## src/rtl/alu_trace_pkg.sv

```systemverilog
// Shared opcode, class and trace-entry definitions for the ALU trace buffer.
// Optional feature macro: ALU_TRACE_DISPLAY_EN (adds the mnemonic helper used for capture logging).
package alu_trace_pkg;

  localparam int FUNC_W = 6;

  localparam logic [FUNC_W-1:0] ALUFUNC_ADD = 6'h00;
  localparam logic [FUNC_W-1:0] ALUFUNC_SUB = 6'h01;
  localparam logic [FUNC_W-1:0] ALUFUNC_AND = 6'h08;
  localparam logic [FUNC_W-1:0] ALUFUNC_OR  = 6'h09;
  localparam logic [FUNC_W-1:0] ALUFUNC_XOR = 6'h0A;
  localparam logic [FUNC_W-1:0] ALUFUNC_NOR = 6'h0B;
  localparam logic [FUNC_W-1:0] ALUFUNC_A   = 6'h0C;
  localparam logic [FUNC_W-1:0] ALUFUNC_SLL = 6'h10;
  localparam logic [FUNC_W-1:0] ALUFUNC_SRL = 6'h11;
  localparam logic [FUNC_W-1:0] ALUFUNC_SRA = 6'h12;
  localparam logic [FUNC_W-1:0] ALUFUNC_EQ  = 6'h18;
  localparam logic [FUNC_W-1:0] ALUFUNC_NEQ = 6'h19;
  localparam logic [FUNC_W-1:0] ALUFUNC_LT  = 6'h1A;
  localparam logic [FUNC_W-1:0] ALUFUNC_LEZ = 6'h1B;
  localparam logic [FUNC_W-1:0] ALUFUNC_GEZ = 6'h1C;
  localparam logic [FUNC_W-1:0] ALUFUNC_GTZ = 6'h1D;

  typedef enum logic [1:0] {
    CLASS_ARITH = 2'd0,
    CLASS_LOGIC = 2'd1,
    CLASS_SHIFT = 2'd2,
    CLASS_CMP   = 2'd3
  } alu_class_e;

  // Operand/result words depend on WIDTH, so they live beside this in the buffer storage.
  typedef struct packed {
    logic [FUNC_W-1:0] alu_func;
    logic              is_signed;
    logic              mismatch;
  } trace_entry_t;

  function automatic alu_class_e alu_class(input logic [FUNC_W-1:0] func);
    case (func)
      ALUFUNC_AND, ALUFUNC_OR, ALUFUNC_XOR, ALUFUNC_NOR, ALUFUNC_A: return CLASS_LOGIC;
      ALUFUNC_SLL, ALUFUNC_SRL, ALUFUNC_SRA:                        return CLASS_SHIFT;
      ALUFUNC_EQ, ALUFUNC_NEQ, ALUFUNC_LT,
      ALUFUNC_LEZ, ALUFUNC_GEZ, ALUFUNC_GTZ:                        return CLASS_CMP;
      default:                                                      return CLASS_ARITH;
    endcase
  endfunction

  function automatic logic is_legal(input logic [FUNC_W-1:0] func);
    case (func)
      ALUFUNC_ADD, ALUFUNC_SUB, ALUFUNC_AND, ALUFUNC_OR, ALUFUNC_XOR, ALUFUNC_NOR,
      ALUFUNC_A, ALUFUNC_SLL, ALUFUNC_SRL, ALUFUNC_SRA, ALUFUNC_EQ, ALUFUNC_NEQ,
      ALUFUNC_LT, ALUFUNC_LEZ, ALUFUNC_GEZ, ALUFUNC_GTZ: return 1'b1;
      default:                                           return 1'b0;
    endcase
  endfunction

`ifdef ALU_TRACE_DISPLAY_EN
  function automatic string alu_mnemonic(input logic [FUNC_W-1:0] func);
    case (func)
      ALUFUNC_ADD: return "ADD";
      ALUFUNC_SUB: return "SUB";
      ALUFUNC_AND: return "AND";
      ALUFUNC_OR:  return "OR";
      ALUFUNC_XOR: return "XOR";
      ALUFUNC_NOR: return "NOR";
      ALUFUNC_A:   return "A";
      ALUFUNC_SLL: return "SLL";
      ALUFUNC_SRL: return "SRL";
      ALUFUNC_SRA: return "SRA";
      ALUFUNC_EQ:  return "EQ";
      ALUFUNC_NEQ: return "NEQ";
      ALUFUNC_LT:  return "LT";
      ALUFUNC_LEZ: return "LEZ";
      ALUFUNC_GEZ: return "GEZ";
      ALUFUNC_GTZ: return "GTZ";
      default:     return "ILLEGAL";
    endcase
  endfunction
`endif

endpackage

```

## src/rtl/alu_trace_buffer_if.sv

```systemverilog
// Capture and read bus of the ALU trace buffer.
// master = trace source / reader, slave = the buffer itself.
interface alu_trace_buffer_if #(
  parameter int WIDTH = 32,
  parameter int DEPTH = 16,
  parameter int CNT_W = 16
);
  logic                       cap_valid;
  logic [WIDTH-1:0]           cap_A;
  logic [WIDTH-1:0]           cap_B;
  logic [WIDTH-1:0]           cap_S;
  logic [5:0]                 cap_ALUFunc;
  logic                       cap_Signed;
  logic                       freeze;

  logic                       rd_valid;
  logic                       rd_ready;
  logic [WIDTH-1:0]           rd_A;
  logic [WIDTH-1:0]           rd_B;
  logic [WIDTH-1:0]           rd_S;
  logic [5:0]                 rd_ALUFunc;
  logic                       rd_Signed;
  logic                       rd_mismatch;

  logic [$clog2(DEPTH+1)-1:0] count;
  logic                       overflow;
  logic [CNT_W-1:0]           err_cnt;

  modport master (
    output cap_valid, cap_A, cap_B, cap_S, cap_ALUFunc, cap_Signed, freeze, rd_ready,
    input  rd_valid, rd_A, rd_B, rd_S, rd_ALUFunc, rd_Signed, rd_mismatch,
    input  count, overflow, err_cnt
  );

  modport slave (
    input  cap_valid, cap_A, cap_B, cap_S, cap_ALUFunc, cap_Signed, freeze, rd_ready,
    output rd_valid, rd_A, rd_B, rd_S, rd_ALUFunc, rd_Signed, rd_mismatch,
    output count, overflow, err_cnt
  );
endinterface

```

## src/rtl/alu_ref_model.sv

```systemverilog
// Combinational reference ALU: the result the captured operation should have produced,
// plus a flag for opcodes outside the defined set.
module alu_ref_model
  import alu_trace_pkg::*;
#(
  parameter int WIDTH = 32
) (
  input  logic [WIDTH-1:0] A,
  input  logic [WIDTH-1:0] B,
  input  logic             Signed,
  input  logic [5:0]       ALUFunc,
  output logic [WIDTH-1:0] expected,
  output logic             illegal
);
  localparam int SH_W = $clog2(WIDTH);

  logic [SH_W-1:0]  w_shamt;
  logic             w_lt;
  logic             w_cmp;
  logic [WIDTH-1:0] w_arith;
  logic [WIDTH-1:0] w_logic;
  logic [WIDTH-1:0] w_shift;

  assign w_shamt = A[SH_W-1:0];
  assign w_lt    = Signed ? ($signed(A) < $signed(B)) : (A < B);

  // NOTE: every variable gets a value on every path through this block, so no latch is inferred.
  always_comb begin
    w_arith = (ALUFunc == ALUFUNC_SUB) ? A - B : A + B;

    case (ALUFunc)
      ALUFUNC_AND: w_logic = A & B;
      ALUFUNC_OR:  w_logic = A | B;
      ALUFUNC_XOR: w_logic = A ^ B;
      ALUFUNC_NOR: w_logic = ~(A | B);
      default:     w_logic = A;
    endcase

    case (ALUFunc)
      ALUFUNC_SLL: w_shift = B << w_shamt;
      ALUFUNC_SRL: w_shift = B >> w_shamt;
      default:     w_shift = $unsigned($signed(B) >>> w_shamt);
    endcase

    // Zero tests treat A as signed regardless of cap_Signed.
    case (ALUFunc)
      ALUFUNC_EQ:  w_cmp = (A == B);
      ALUFUNC_NEQ: w_cmp = (A != B);
      ALUFUNC_LT:  w_cmp = w_lt;
      ALUFUNC_LEZ: w_cmp = A[WIDTH-1] | (A == '0);
      ALUFUNC_GEZ: w_cmp = ~A[WIDTH-1];
      default:     w_cmp = ~A[WIDTH-1] & (A != '0);
    endcase

    case (alu_class(ALUFunc))
      CLASS_LOGIC: expected = w_logic;
      CLASS_SHIFT: expected = w_shift;
      CLASS_CMP:   expected = {{(WIDTH-1){1'b0}}, w_cmp};
      default:     expected = w_arith;
    endcase

    illegal = ~is_legal(ALUFunc);
  end

endmodule

```

## src/rtl/alu_trace_buffer.sv

```systemverilog
// Circular trace buffer of ALU transactions with show-ahead read port, overwrite-oldest
// on overflow and a saturating mismatch counter. Macro ALU_TRACE_DISPLAY_EN logs captures.
module alu_trace_buffer
  import alu_trace_pkg::*;
#(
  parameter int WIDTH = 32,
  parameter int DEPTH = 16,
  parameter int CNT_W = 16
) (
  input  logic             clk,
  input  logic             reset,
  alu_trace_buffer_if.slave bus
);
  localparam int PTR_W = $clog2(DEPTH);
  localparam int OCC_W = $clog2(DEPTH + 1);
  localparam logic [OCC_W-1:0] FULL_CNT = OCC_W'(DEPTH);

  logic [WIDTH-1:0] r_mem_a    [DEPTH];
  logic [WIDTH-1:0] r_mem_b    [DEPTH];
  logic [WIDTH-1:0] r_mem_s    [DEPTH];
  trace_entry_t     r_mem_meta [DEPTH];

  logic [PTR_W-1:0] r_wr_ptr;
  logic [PTR_W-1:0] r_rd_ptr;
  logic [OCC_W-1:0] r_count;
  logic             r_overflow;
  logic [CNT_W-1:0] r_err_cnt;

  logic             w_cap;
  logic             w_pop;
  logic             w_full;
  logic             w_valid;
  logic             w_mismatch;
  logic             w_illegal;
  logic [WIDTH-1:0] w_expected;
  trace_entry_t     w_entry;
  trace_entry_t     w_head;

  alu_ref_model #(.WIDTH(WIDTH)) u_ref (
    .A        (bus.cap_A),
    .B        (bus.cap_B),
    .Signed   (bus.cap_Signed),
    .ALUFunc  (bus.cap_ALUFunc),
    .expected (w_expected),
    .illegal  (w_illegal)
  );

  assign w_valid    = (r_count != '0);
  assign w_full     = (r_count == FULL_CNT);
  assign w_cap      = bus.cap_valid & ~bus.freeze;
  assign w_pop      = w_valid & bus.rd_ready;
  assign w_mismatch = w_illegal | (w_expected != bus.cap_S);

  assign w_entry.alu_func  = bus.cap_ALUFunc;
  assign w_entry.is_signed = bus.cap_Signed;
  assign w_entry.mismatch  = w_mismatch;

  // NOTE: state registers use non-blocking assignments so every flop samples pre-edge values.
  always_ff @(posedge clk or posedge reset) begin
    if (reset) begin
      r_wr_ptr   <= '0;
      r_rd_ptr   <= '0;
      r_count    <= '0;
      r_overflow <= 1'b0;
      r_err_cnt  <= '0;
    end else begin
      if (w_cap) r_wr_ptr <= r_wr_ptr + 1'b1;
      // A capture into a full buffer without a pop evicts the oldest entry.
      if (w_pop || (w_cap && w_full)) r_rd_ptr <= r_rd_ptr + 1'b1;
      if (w_cap && !w_pop && !w_full) r_count <= r_count + 1'b1;
      else if (w_pop && !w_cap)       r_count <= r_count - 1'b1;
      if (w_cap && w_full && !w_pop) r_overflow <= 1'b1;
      if (w_cap && w_mismatch && (r_err_cnt != '1)) r_err_cnt <= r_err_cnt + 1'b1;
    end
  end

  // NOTE: storage has no reset; the read port is masked while empty, so stale words never leak.
  always_ff @(posedge clk) begin
    if (w_cap) begin
      r_mem_a[r_wr_ptr]    <= bus.cap_A;
      r_mem_b[r_wr_ptr]    <= bus.cap_B;
      r_mem_s[r_wr_ptr]    <= bus.cap_S;
      r_mem_meta[r_wr_ptr] <= w_entry;
    end
  end

  assign w_head          = w_valid ? r_mem_meta[r_rd_ptr] : '0;
  assign bus.rd_valid    = w_valid;
  assign bus.rd_A        = w_valid ? r_mem_a[r_rd_ptr] : '0;
  assign bus.rd_B        = w_valid ? r_mem_b[r_rd_ptr] : '0;
  assign bus.rd_S        = w_valid ? r_mem_s[r_rd_ptr] : '0;
  assign bus.rd_ALUFunc  = w_head.alu_func;
  assign bus.rd_Signed   = w_head.is_signed;
  assign bus.rd_mismatch = w_head.mismatch;
  assign bus.count       = r_count;
  assign bus.overflow    = r_overflow;
  assign bus.err_cnt     = r_err_cnt;

`ifdef ALU_TRACE_DISPLAY_EN
  always_ff @(posedge clk) begin
    if (!reset && w_cap) begin
      if (w_mismatch)
        $display("%s %s A=%b (%0d) B=%b (%0d) S=%b (%0d) MISMATCH expected=%0d",
                 alu_mnemonic(bus.cap_ALUFunc), bus.cap_Signed ? "Signed" : "Unsigned",
                 bus.cap_A, bus.cap_A, bus.cap_B, bus.cap_B, bus.cap_S, bus.cap_S, w_expected);
      else
        $display("%s %s A=%b (%0d) B=%b (%0d) S=%b (%0d)",
                 alu_mnemonic(bus.cap_ALUFunc), bus.cap_Signed ? "Signed" : "Unsigned",
                 bus.cap_A, bus.cap_A, bus.cap_B, bus.cap_B, bus.cap_S, bus.cap_S);
    end
  end
`endif

endmodule

```

## src/flat_wrapper.sv

```systemverilog
// flat-port wrapper written by rule: the top's interface ports become plain ports
module alu_trace_buffer_flat import alu_trace_pkg::*;
#(
  parameter int WIDTH = 32,
  parameter int DEPTH = 16,
  parameter int CNT_W = 16
)
  (clk, reset, bus_cap_valid, bus_cap_A, bus_cap_B, bus_cap_S, bus_cap_ALUFunc, bus_cap_Signed, bus_freeze, bus_rd_ready, bus_rd_valid, bus_rd_A, bus_rd_B, bus_rd_S, bus_rd_ALUFunc, bus_rd_Signed, bus_rd_mismatch, bus_count, bus_overflow, bus_err_cnt);
  alu_trace_buffer_if #(.WIDTH(WIDTH), .DEPTH(DEPTH), .CNT_W(CNT_W)) bus_i ();
  input  logic clk;
  input  logic reset;
  input wire logic [$bits(bus_i.cap_valid)-1:0] bus_cap_valid;
  input wire logic [$bits(bus_i.cap_A)-1:0] bus_cap_A;
  input wire logic [$bits(bus_i.cap_B)-1:0] bus_cap_B;
  input wire logic [$bits(bus_i.cap_S)-1:0] bus_cap_S;
  input wire logic [$bits(bus_i.cap_ALUFunc)-1:0] bus_cap_ALUFunc;
  input wire logic [$bits(bus_i.cap_Signed)-1:0] bus_cap_Signed;
  input wire logic [$bits(bus_i.freeze)-1:0] bus_freeze;
  input wire logic [$bits(bus_i.rd_ready)-1:0] bus_rd_ready;
  output wire logic [$bits(bus_i.rd_valid)-1:0] bus_rd_valid;
  output wire logic [$bits(bus_i.rd_A)-1:0] bus_rd_A;
  output wire logic [$bits(bus_i.rd_B)-1:0] bus_rd_B;
  output wire logic [$bits(bus_i.rd_S)-1:0] bus_rd_S;
  output wire logic [$bits(bus_i.rd_ALUFunc)-1:0] bus_rd_ALUFunc;
  output wire logic [$bits(bus_i.rd_Signed)-1:0] bus_rd_Signed;
  output wire logic [$bits(bus_i.rd_mismatch)-1:0] bus_rd_mismatch;
  output wire logic [$bits(bus_i.count)-1:0] bus_count;
  output wire logic [$bits(bus_i.overflow)-1:0] bus_overflow;
  output wire logic [$bits(bus_i.err_cnt)-1:0] bus_err_cnt;
  assign bus_i.cap_valid = bus_cap_valid;
  assign bus_i.cap_A = bus_cap_A;
  assign bus_i.cap_B = bus_cap_B;
  assign bus_i.cap_S = bus_cap_S;
  assign bus_i.cap_ALUFunc = bus_cap_ALUFunc;
  assign bus_i.cap_Signed = bus_cap_Signed;
  assign bus_i.freeze = bus_freeze;
  assign bus_i.rd_ready = bus_rd_ready;
  assign bus_rd_valid = bus_i.rd_valid;
  assign bus_rd_A = bus_i.rd_A;
  assign bus_rd_B = bus_i.rd_B;
  assign bus_rd_S = bus_i.rd_S;
  assign bus_rd_ALUFunc = bus_i.rd_ALUFunc;
  assign bus_rd_Signed = bus_i.rd_Signed;
  assign bus_rd_mismatch = bus_i.rd_mismatch;
  assign bus_count = bus_i.count;
  assign bus_overflow = bus_i.overflow;
  assign bus_err_cnt = bus_i.err_cnt;
  alu_trace_buffer #(.WIDTH(WIDTH), .DEPTH(DEPTH), .CNT_W(CNT_W)) u_core (.clk(clk), .reset(reset), .bus(bus_i));
endmodule
```

## config.mk

```make
export PLATFORM = sky130hd
export DESIGN_NAME = alu_trace_buffer_flat
export DESIGN_NICKNAME = d
export VERILOG_FILES = /design/src/rtl/alu_trace_pkg.sv /design/src/rtl/alu_trace_buffer_if.sv /design/src/rtl/alu_ref_model.sv /design/src/rtl/alu_trace_buffer.sv /design/src/flat_wrapper.sv
export SDC_FILE = /design/constraint.sdc
export NUM_CORES = 2
export LEC_CHECK = 0
export CORE_MARGIN = 3
export CORE_UTILIZATION = 23
export CTS_BUF_LIST = sky130_fd_sc_hd__clkbuf_4
export DETAILED_ROUTE_END_ITERATION = 8
export SLEW_MARGIN = 20
export SYNTH_ARGS = -nofsm -noshare
export SYNTH_HDL_FRONTEND = slang
export SYNTH_HIERARCHICAL = 1
export SYNTH_SLANG_ARGS = --single-unit
```

## constraint.sdc

```tcl
create_clock -name clk -period 5.2 [get_ports clk]
set_clock_uncertainty 0.1 [all_clocks]
set_input_delay 1.56 -clock clk [delete_from_list [all_inputs] [get_ports clk]]
set_output_delay 1.56 -clock clk [all_outputs]
set_load 0.01 [all_outputs]
```

## Word level (Yosys, flattened, before mapping)

Memory sizes are Yosys's and may differ from the RTL's.
Cells that the tools add are included.

- Add/subtract/negate cells: 7
- Multiply operators: 0
- Div/mod/pow operators: 0
- Order comparisons: 2
- Equal/unequal tests: 20
- Shifts and indexed selects: 3
- Multiplexer cells: 16
- Bitwise gates (word level): 12
- Reduce and logical (&&, ||, !) cells: 15

Operator list:

| operator | count |
|---|---|
| $mux W32 | 4 |
| $pmux W32 S4 | 1 |
| $pmux W32 S3 | 1 |
| $lt A32 B32 Y1 | 2 |
| $ne A32 B32 Y1 | 2 |
| $pmux W32 S2 | 1 |
| $eq A6 B5 Y1 const B | 7 |
| $add A32 B32 Y32 | 1 |
| $and A32 B32 Y32 | 1 |
| $eq A32 B32 Y1 | 1 |
| $logic_not A32 Y1 | 1 |
| $not A32 Y32 | 1 |
| $or A32 B32 Y32 | 1 |
| $reduce_bool A32 Y1 | 1 |
| $shl A32 B5 Y32 | 1 |
| $shr A32 B5 Y32 | 1 |
| $sshr A32 B5 Y32 | 1 |
| $sub A32 B32 Y32 | 1 |
| $xor A32 B32 Y32 | 1 |
| $eq A6 B4 Y1 const B | 4 |
| $add A16 B1 Y16 const B | 1 |
| $ne A16 B16 Y1 const B | 1 |
| $mux W5 | 2 |
| $add A4 B1 Y4 const B | 2 |
| other kinds (18) | 35 |

- Register bits: 30
- Bits in latches: 0
- Bits in writable memories: 1664
- ROM bits: 96
- Bits of input ports: 108
- Output and inout port bits: 127
- Memories kept: 6

Memories:

| memory | words | width | rd ports | clocked after Yosys merged registers in | wr ports | line | source |
|---|---|---|---|---|---|---|---|
| u_core.r_mem_a | 16 | 32 | 1 | 0 | 1 | alu_trace_buffer.sv:18 | `logic [WIDTH-1:0] r_mem_a [DEPTH];` |
| u_core.r_mem_b | 16 | 32 | 1 | 0 | 1 | alu_trace_buffer.sv:19 | `logic [WIDTH-1:0] r_mem_b [DEPTH];` |
| u_core.r_mem_s | 16 | 32 | 1 | 0 | 1 | alu_trace_buffer.sv:20 | `logic [WIDTH-1:0] r_mem_s [DEPTH];` |
| u_core.r_mem_meta | 16 | 8 | 1 | 0 | 1 | alu_trace_buffer.sv:21 | `trace_entry_t r_mem_meta [DEPTH];` |
| (no name shown) | 32 | 2 | 1 | 0 | 0 | alu_trace_pkg.sv:39 | `case (func)` |
| (no name shown) | 32 | 1 | 1 | 0 | 0 | alu_trace_pkg.sv:49 | `case (func)` |

## Logic depth before layout (Yosys ltp)

- Depth after elaboration: 8
- Gate-level depth with buffers: 22
- Depth with buffers taken out: 18

## Modules after synthesis

Netlist, hierarchy kept.

Modules (own cells, without submodules):

| module | instances | cells each | area each (sq um) | sequential area each (sq um) |
|---|---|---|---|---|
| alu_trace_buffer | 1 | 2629 | 64908.5 | 50718.6 |
| alu_ref_model | 1 | 1496 | 10192.3 | 0.0 |

## Worst setup path before layout

No wires, ideal clock.

- Path type: input port to flip-flop
- Start: input port bus_cap_A[3]
- End: register u_core.r_err_cnt[1], in the netlist u_core/bus.err_cnt[1]
- Arrival time: 6004 ps
- Required time: 4975 ps
- Path slack: -1028 ps
- Stages: 21
- Path through: clkbuf_1 -> clkinv_1 -> clkbuf_1 -> clkbuf_1 -> ha_1 -> buf_2 -> nor2_1 -> a211o_1 -> a31o_1 -> a31o_2 -> o31ai_4 -> a21oi_2 -> a21o_1 -> a2111o_1 -> nand3_1 -> xnor2_1 -> nand4_1 -> nor4_1 -> a31o_2 -> buf_2 -> mux2_2

- Elaborated cells on any way between the ends: 27
- Classes of those cells: 2 x add/sub; 2 x order compare; 3 x eq/ne; 3 x shift; 6 x mux; 7 x bitwise; 4 x reduce/logical

RTL lines:

| item | line | source |
|---|---|---|
| start, declared | flat_wrapper.sv:13 | `input wire logic [$bits(bus_i.cap_A)-1:0] bus_cap_A;` |
| $add A32 B32 Y32 (tied with other cells) | alu_ref_model.sv:29 | `w_arith = (ALUFunc == ALUFUNC_SUB) ? A - B : A + B;` |
| $mux W32 / $pmux W32 S2 (equally long branches) | alu_ref_model.sv:29, alu_ref_model.sv:39 |  |
| $pmux W32 S3 * | alu_ref_model.sv:55 | `case (alu_class(ALUFunc))` |
| via u_core.w_expected[28] | alu_trace_buffer.sv:35 | `logic [WIDTH-1:0] w_expected;` |
| $ne A32 B32 Y1 * | alu_trace_buffer.sv:52 | `assign w_mismatch = w_illegal \| (w_expected != bus.cap_S);` |
| $or A1 B1 Y1 * | alu_trace_buffer.sv:52 |  |
| $logic_and A1 B1 Y1 * (2 in series) | alu_trace_buffer.sv:73 | `if (w_cap && w_mismatch && (r_err_cnt != '1)) r_err_cnt <= r_err_cnt + 1'b1;` |
| end signal, assigned | alu_trace_buffer.sv:73 |  |
| end, declared | alu_trace_buffer.sv:27 | `logic [CNT_W-1:0] r_err_cnt;` |

The timed path passes the listed nets; every way through them passes the cells marked *.
A chain may end at the register's enable or synchronous reset.

## Worst setup path in the final report

- Start: register u_core.r_rd_ptr[0]
- End: output port bus_rd_S[22]

- Word-level cells in the longest chain between the ends: 2

RTL lines:

| item | line | source |
|---|---|---|
| start, declared | alu_trace_buffer.sv:24 | `logic [PTR_W-1:0] r_rd_ptr;` |
| start signal, assigned | alu_trace_buffer.sv:69 | `if (w_pop \|\| (w_cap && w_full)) r_rd_ptr <= r_rd_ptr + 1'b1;` |
| $mem_v2 Z16 W32 | n/a |  |
| $mux W32 | alu_trace_buffer.sv:91 | `assign bus.rd_S = w_valid ? r_mem_s[r_rd_ptr] : '0;` |
| end, declared | flat_wrapper.sv:23 | `output wire logic [$bits(bus_i.rd_S)-1:0] bus_rd_S;` |

Every way passes these cells.

==> Flow_metrics.wiki <==
{| class="wikitable"
! Metric !! Value
|-
| Outcome || finished, violations left
|-
| Violated checks || negative setup slack
|-
| Arrival @ worst endpoint || 3900 ps
|-
| Commonest cells after routing, fill and taps aside || sky130_fd_sc_hd__edfxtp_1, sky130_fd_sc_hd__buf_4, sky130_fd_sc_hd__mux4_2
|-
| Hold crit path type || register to register
|-
| Initial core utilization || 0.2314
|-
| Post-synthesis cell count || 4125
|-
| Most common flop cell mapped by yosys || sky130_fd_sc_hd__edfxtp_1
|-
| Sequential area share after synthesis || 0.6753
|-
| Area used by multi-input combinational logic || 23820 sq um
|-
| Critical path's most frequent cell || sky130_fd_sc_hd__buf_16
|-
| Overall track demand over capacity in global routing || 0.1518
|-
| Fill cells || 31940
|-
| Post-detailed-placement half-perimeter wirelength || 172100 microns
|-
| Detailed-route wire length per cell || 25.73 microns
|-
| Clock root buffer || sky130_fd_sc_hd__clkbuf_4
|-
| Hold Path End || u_core/bus.err_cnt[11]$_DFFE_PP0P_
|-
| RR Startpoint || u_core/bus.count[1]$_DFFE_PP0P_
|-
| Number of remaining DRC errors || 0
|-
| Category of the worst setup path launch point || register
|-
| Die width || 577.4 microns
|-
| Most common cell after layout, fill and taps aside || sky130_fd_sc_hd__edfxtp_1
|-
| Post-route cell area || 98100 sq um
|-
| Ys Warns || 6
|-
| Startpoint-to-endpoint class of the critical path || register to primary output
|-
| Number of buffers added to fix hold violations after cts || 0
|-
| Post-Syn Area per Cell || 18.21 sq um
|-
| Clock tree from TritonCTS || yes
|-
| Max transition margin || 0.3346
|-
| Cell count of the worst reg-to-reg path || 13
|-
| Number of enable-type register cells in the synthesized netlist || 1664
|-
| Detailed-route vias per instance || 4.676
|-
| Number of synthesized register bits || 1694
|-
| Maximum achievable frequency || 0.1799 GHz
|-
| Vertical die dimension || 577.4 microns
|-
| Core Rows || 209
|-
| Maximum buffer depth of the clock tree || 4
|-
| H-tree level count || 5
|-
| Die footprint || 333400 sq um
|-
| Total clock buffers created by CTS || 424
|-
| Critical Path, Cell by Cell || buf_12 > buf_16 > buf_16 > buf_8 > buf_12 > buf_16 > buf_8 > mux4_2 > mux4_2 > and2_4 > buf_6
|-
| Number of sinks on the clock net || 1694
|-
| Nets || 5731
|-
| Cell total after placement || 9242
|-
| Hold Slack || 391.5 ps
|-
| Setup ws final || -358.4 ps
|-
| Critical Path Sink Type || primary output
|-
| Pin count of the biggest net entering global routing || 74
|-
| Netlist area before placement || 75100 sq um
|-
| Least-Margin Pin Slew || 994.9 ps
|-
| Power per cell area || 460.8 nW/um^2
|-
| Critical Path Slowest Stage Cell || sky130_fd_sc_hd__dfrtp_4
|-
| Wire length of the first global-routing pass || 364700 microns
|-
| # port buffers || 234
|-
| Register-to-Register Setup Slack || 1970 ps
|-
| Fraction of layout instances using a drive strength above 1 || 0.4419
|-
| Setup repair after global routing missed its margin || yes
|-
| Proportion of synthesized flip-flops having asynchronous set or reset || 0.01771
|-
| Number of cells in the finished layout apart from fillers || 10140
|-
| Final setup TNS || -20790 ps
|-
| Post-placement setup slack || -1812 ps
|-
| Violation count after the first detailed-routing iteration || 4829
|-
| Hold Path Stages || 1
|-
| Distinct cell type count after synthesis || 96
|-
| Largest stage delay, worst path || 520 ps
|-
| Register cell area after layout || 50730 sq um
|-
| Required time reported for the critical path endpoint || 3540 ps
|-
| Maximum fanout count along the critical path || 5
|-
| Total buffers and inverters traversed by the critical path || 8
|-
| Worst ir drop on vdd || 0.0003456 V
|-
| Post-route antenna net violation count || 0
|-
| Boundary pin count || 235
|-
| Post-synth net total || 4342
|-
| Number of pins with negative max-slew slack in the final report || 0
|-
| Maxcap violations || 0
|-
| Number of global-route vias before repair || 48240
|-
| Static power due to leakage || 33.59 nW
|-
| Clock Latency Late Sink || 1260 ps
|-
| Routed via count || 47430
|-
| Dpl cell area || 89370 sq um
|-
| Register clock-pin slew on the reported worst setup and hold paths || 70 ps
|-
| Ratio of final minimum period to clock period || 1.069
|-
| Hold Vio Cnt, Final || 0
|-
| Area growth syn-to-layout || 30.63%
|-
| Post-layout min period || 5558 ps
|-
| Total of endpoints with negative setup slack in the final report || 102
|-
| Placer's final routability congestion estimate || 0.9557
|-
| Worst r2r dst || u_core/bus.count[4]$_DFFE_PP0P_
|-
| Routed WL || 261000 microns
|-
| Total iterations of the first detailed-routing run || 7
|-
| Number of antenna violations at the first check in global routing || 18
|-
| GR Overflow Total || 0
|-
| Core region area || 324500 sq um
|-
| Beginning of the worst hold path || u_core/bus.err_cnt[11]$_DFFE_PP0P_
|-
| CP top delay family || buffers and inverters
|}
## state kept, by name, indices dropped and copies added (netlist names)
| name | cells |
|---|---|
| u_core/r_mem_s | 512 |
| u_core/bus.overflow | 1 |
| u_core/r_mem_meta | 128 |
| u_core/bus.err_cnt | 16 |
| u_core/r_mem_a | 512 |
| u_core/r_wr_ptr | 4 |
| u_core/r_rd_ptr | 4 |
| u_core/r_mem_b | 512 |
| u_core/bus.count | 5 |
## logic make-up (layout without fill, tap and decap cells)
group,after synthesis,count (layout),synth area share
AO/OA/AOI/OAI,561,561,0.05041
XOR/XNOR,77,77,0.008980
adder cells (fa/ha/maj),109,109,0.01846
buffers and inverters,378,2062,0.02124
flip-flops,1694,1694,0.6753
multiplexers,631,631,0.1804
other,0,9,0
AND/OR/NAND/NOR,675,675,0.04518
## how the worst max path moves through the flow
stage	startpoint	end	slack, ps	depth (start not counted)
final	u_core/r_rd_ptr[0]$_DFFE_PP0P_	bus_rd_S[22]	-360	11
after global routing	u_core/r_rd_ptr[0]$_DFFE_PP0P_	bus_rd_S[22]	-540	11
after floorplan	bus_cap_A[2]	u_core/bus.err_cnt[1]$_DFFE_PP0P_	-380	21
after CTS	u_core/r_rd_ptr[0]$_DFFE_PP0P_	bus_rd_A[11]	-800	7
after detailed placement	bus_cap_B[1]	u_core/bus.err_cnt[1]$_DFFE_PP0P_	-1810	22
after global placement	bus_cap_B[1]	u_core/bus.err_cnt[1]$_DFFE_PP0P_	-1840	22
## report_power, final
part | total, mW | leakage [nW] | internal (mW) | switching (mW)
clock | 10.7 | 3.00 | 5.24 | 5.43
combinational | 18.5 | 15.2 | 10.1 | 8.40
sequential | 16.1 | 15.4 | 15.7 | 0.314
total | 45.2 | 33.6 | 31.1 | 14.1
## Yosys cell counts, drive strengths merged, types with 62 or more instances
| library cell | instances | area, sq um |
|---|---|---|
| edfxtp | 1664 | 49970 |
| mux4 | 577 | 12990 |
| nor2 | 199 | 749.5 |
| clkbuf | 149 | 559.3 |
| a21oi | 146 | 734.5 |
| and2 | 128 | 800.8 |
| o21ai | 126 | 630.6 |
| buf | 114 | 604.3 |
| inv | 114 | 427.9 |
| nand2 | 111 | 416.7 |
| ha | 106 | 1326 |
| xnor2 | 62 | 543.0 |
## metal layers
metal / vias to the layer above / track usage / wire [microns]
li1: 19980 / - / -
met1: 25150 / 0.2079 / 111500
met2: 1954 / 0.2473 / 125400
met3: 340 / 0.02425 / 17030
met4: 8 / 0.04526 / 6964
met5: - / 0 / 53
## what timing repair did
item / in CTS / in global routing
pin swaps: 19 / 55
buffers inserted: 80 / 78
gates cloned: 30 / 6
resized for setup: 588 / 349
setup endpoints to repair: 137 / 136
## layout make-up
type / count / area share
clock buffers: 574 / 0.04392
flip-flops and latches: 1694 / 0.5171
repair inverters: 1 / 0.00008928
well taps: 4325 / 0.05516
clock inverters: 147 / 0.007831
repair buffers: 1225 / 0.1278
inverters: 115 / 0.005025
multi-input cells: 2053 / 0.2428
diodes: 9 / 0.0002296
## per-stage QoR
| stage | total power, mW | utilization |
|---|---|---|
| 2_1_floorplan | 24.91 | - |
| 3_5_place_dp | 32.01 | 0.2754 |
| 3_3_place_gp | 31.93 | 0.2754 |
| 5_1_grt | 47.42 | 0.3023 |
| 6_report | 45.21 | 0.3023 |
| 4_1_cts | 45.08 | 0.2982 |
Power figures use the tool's default switching activity.
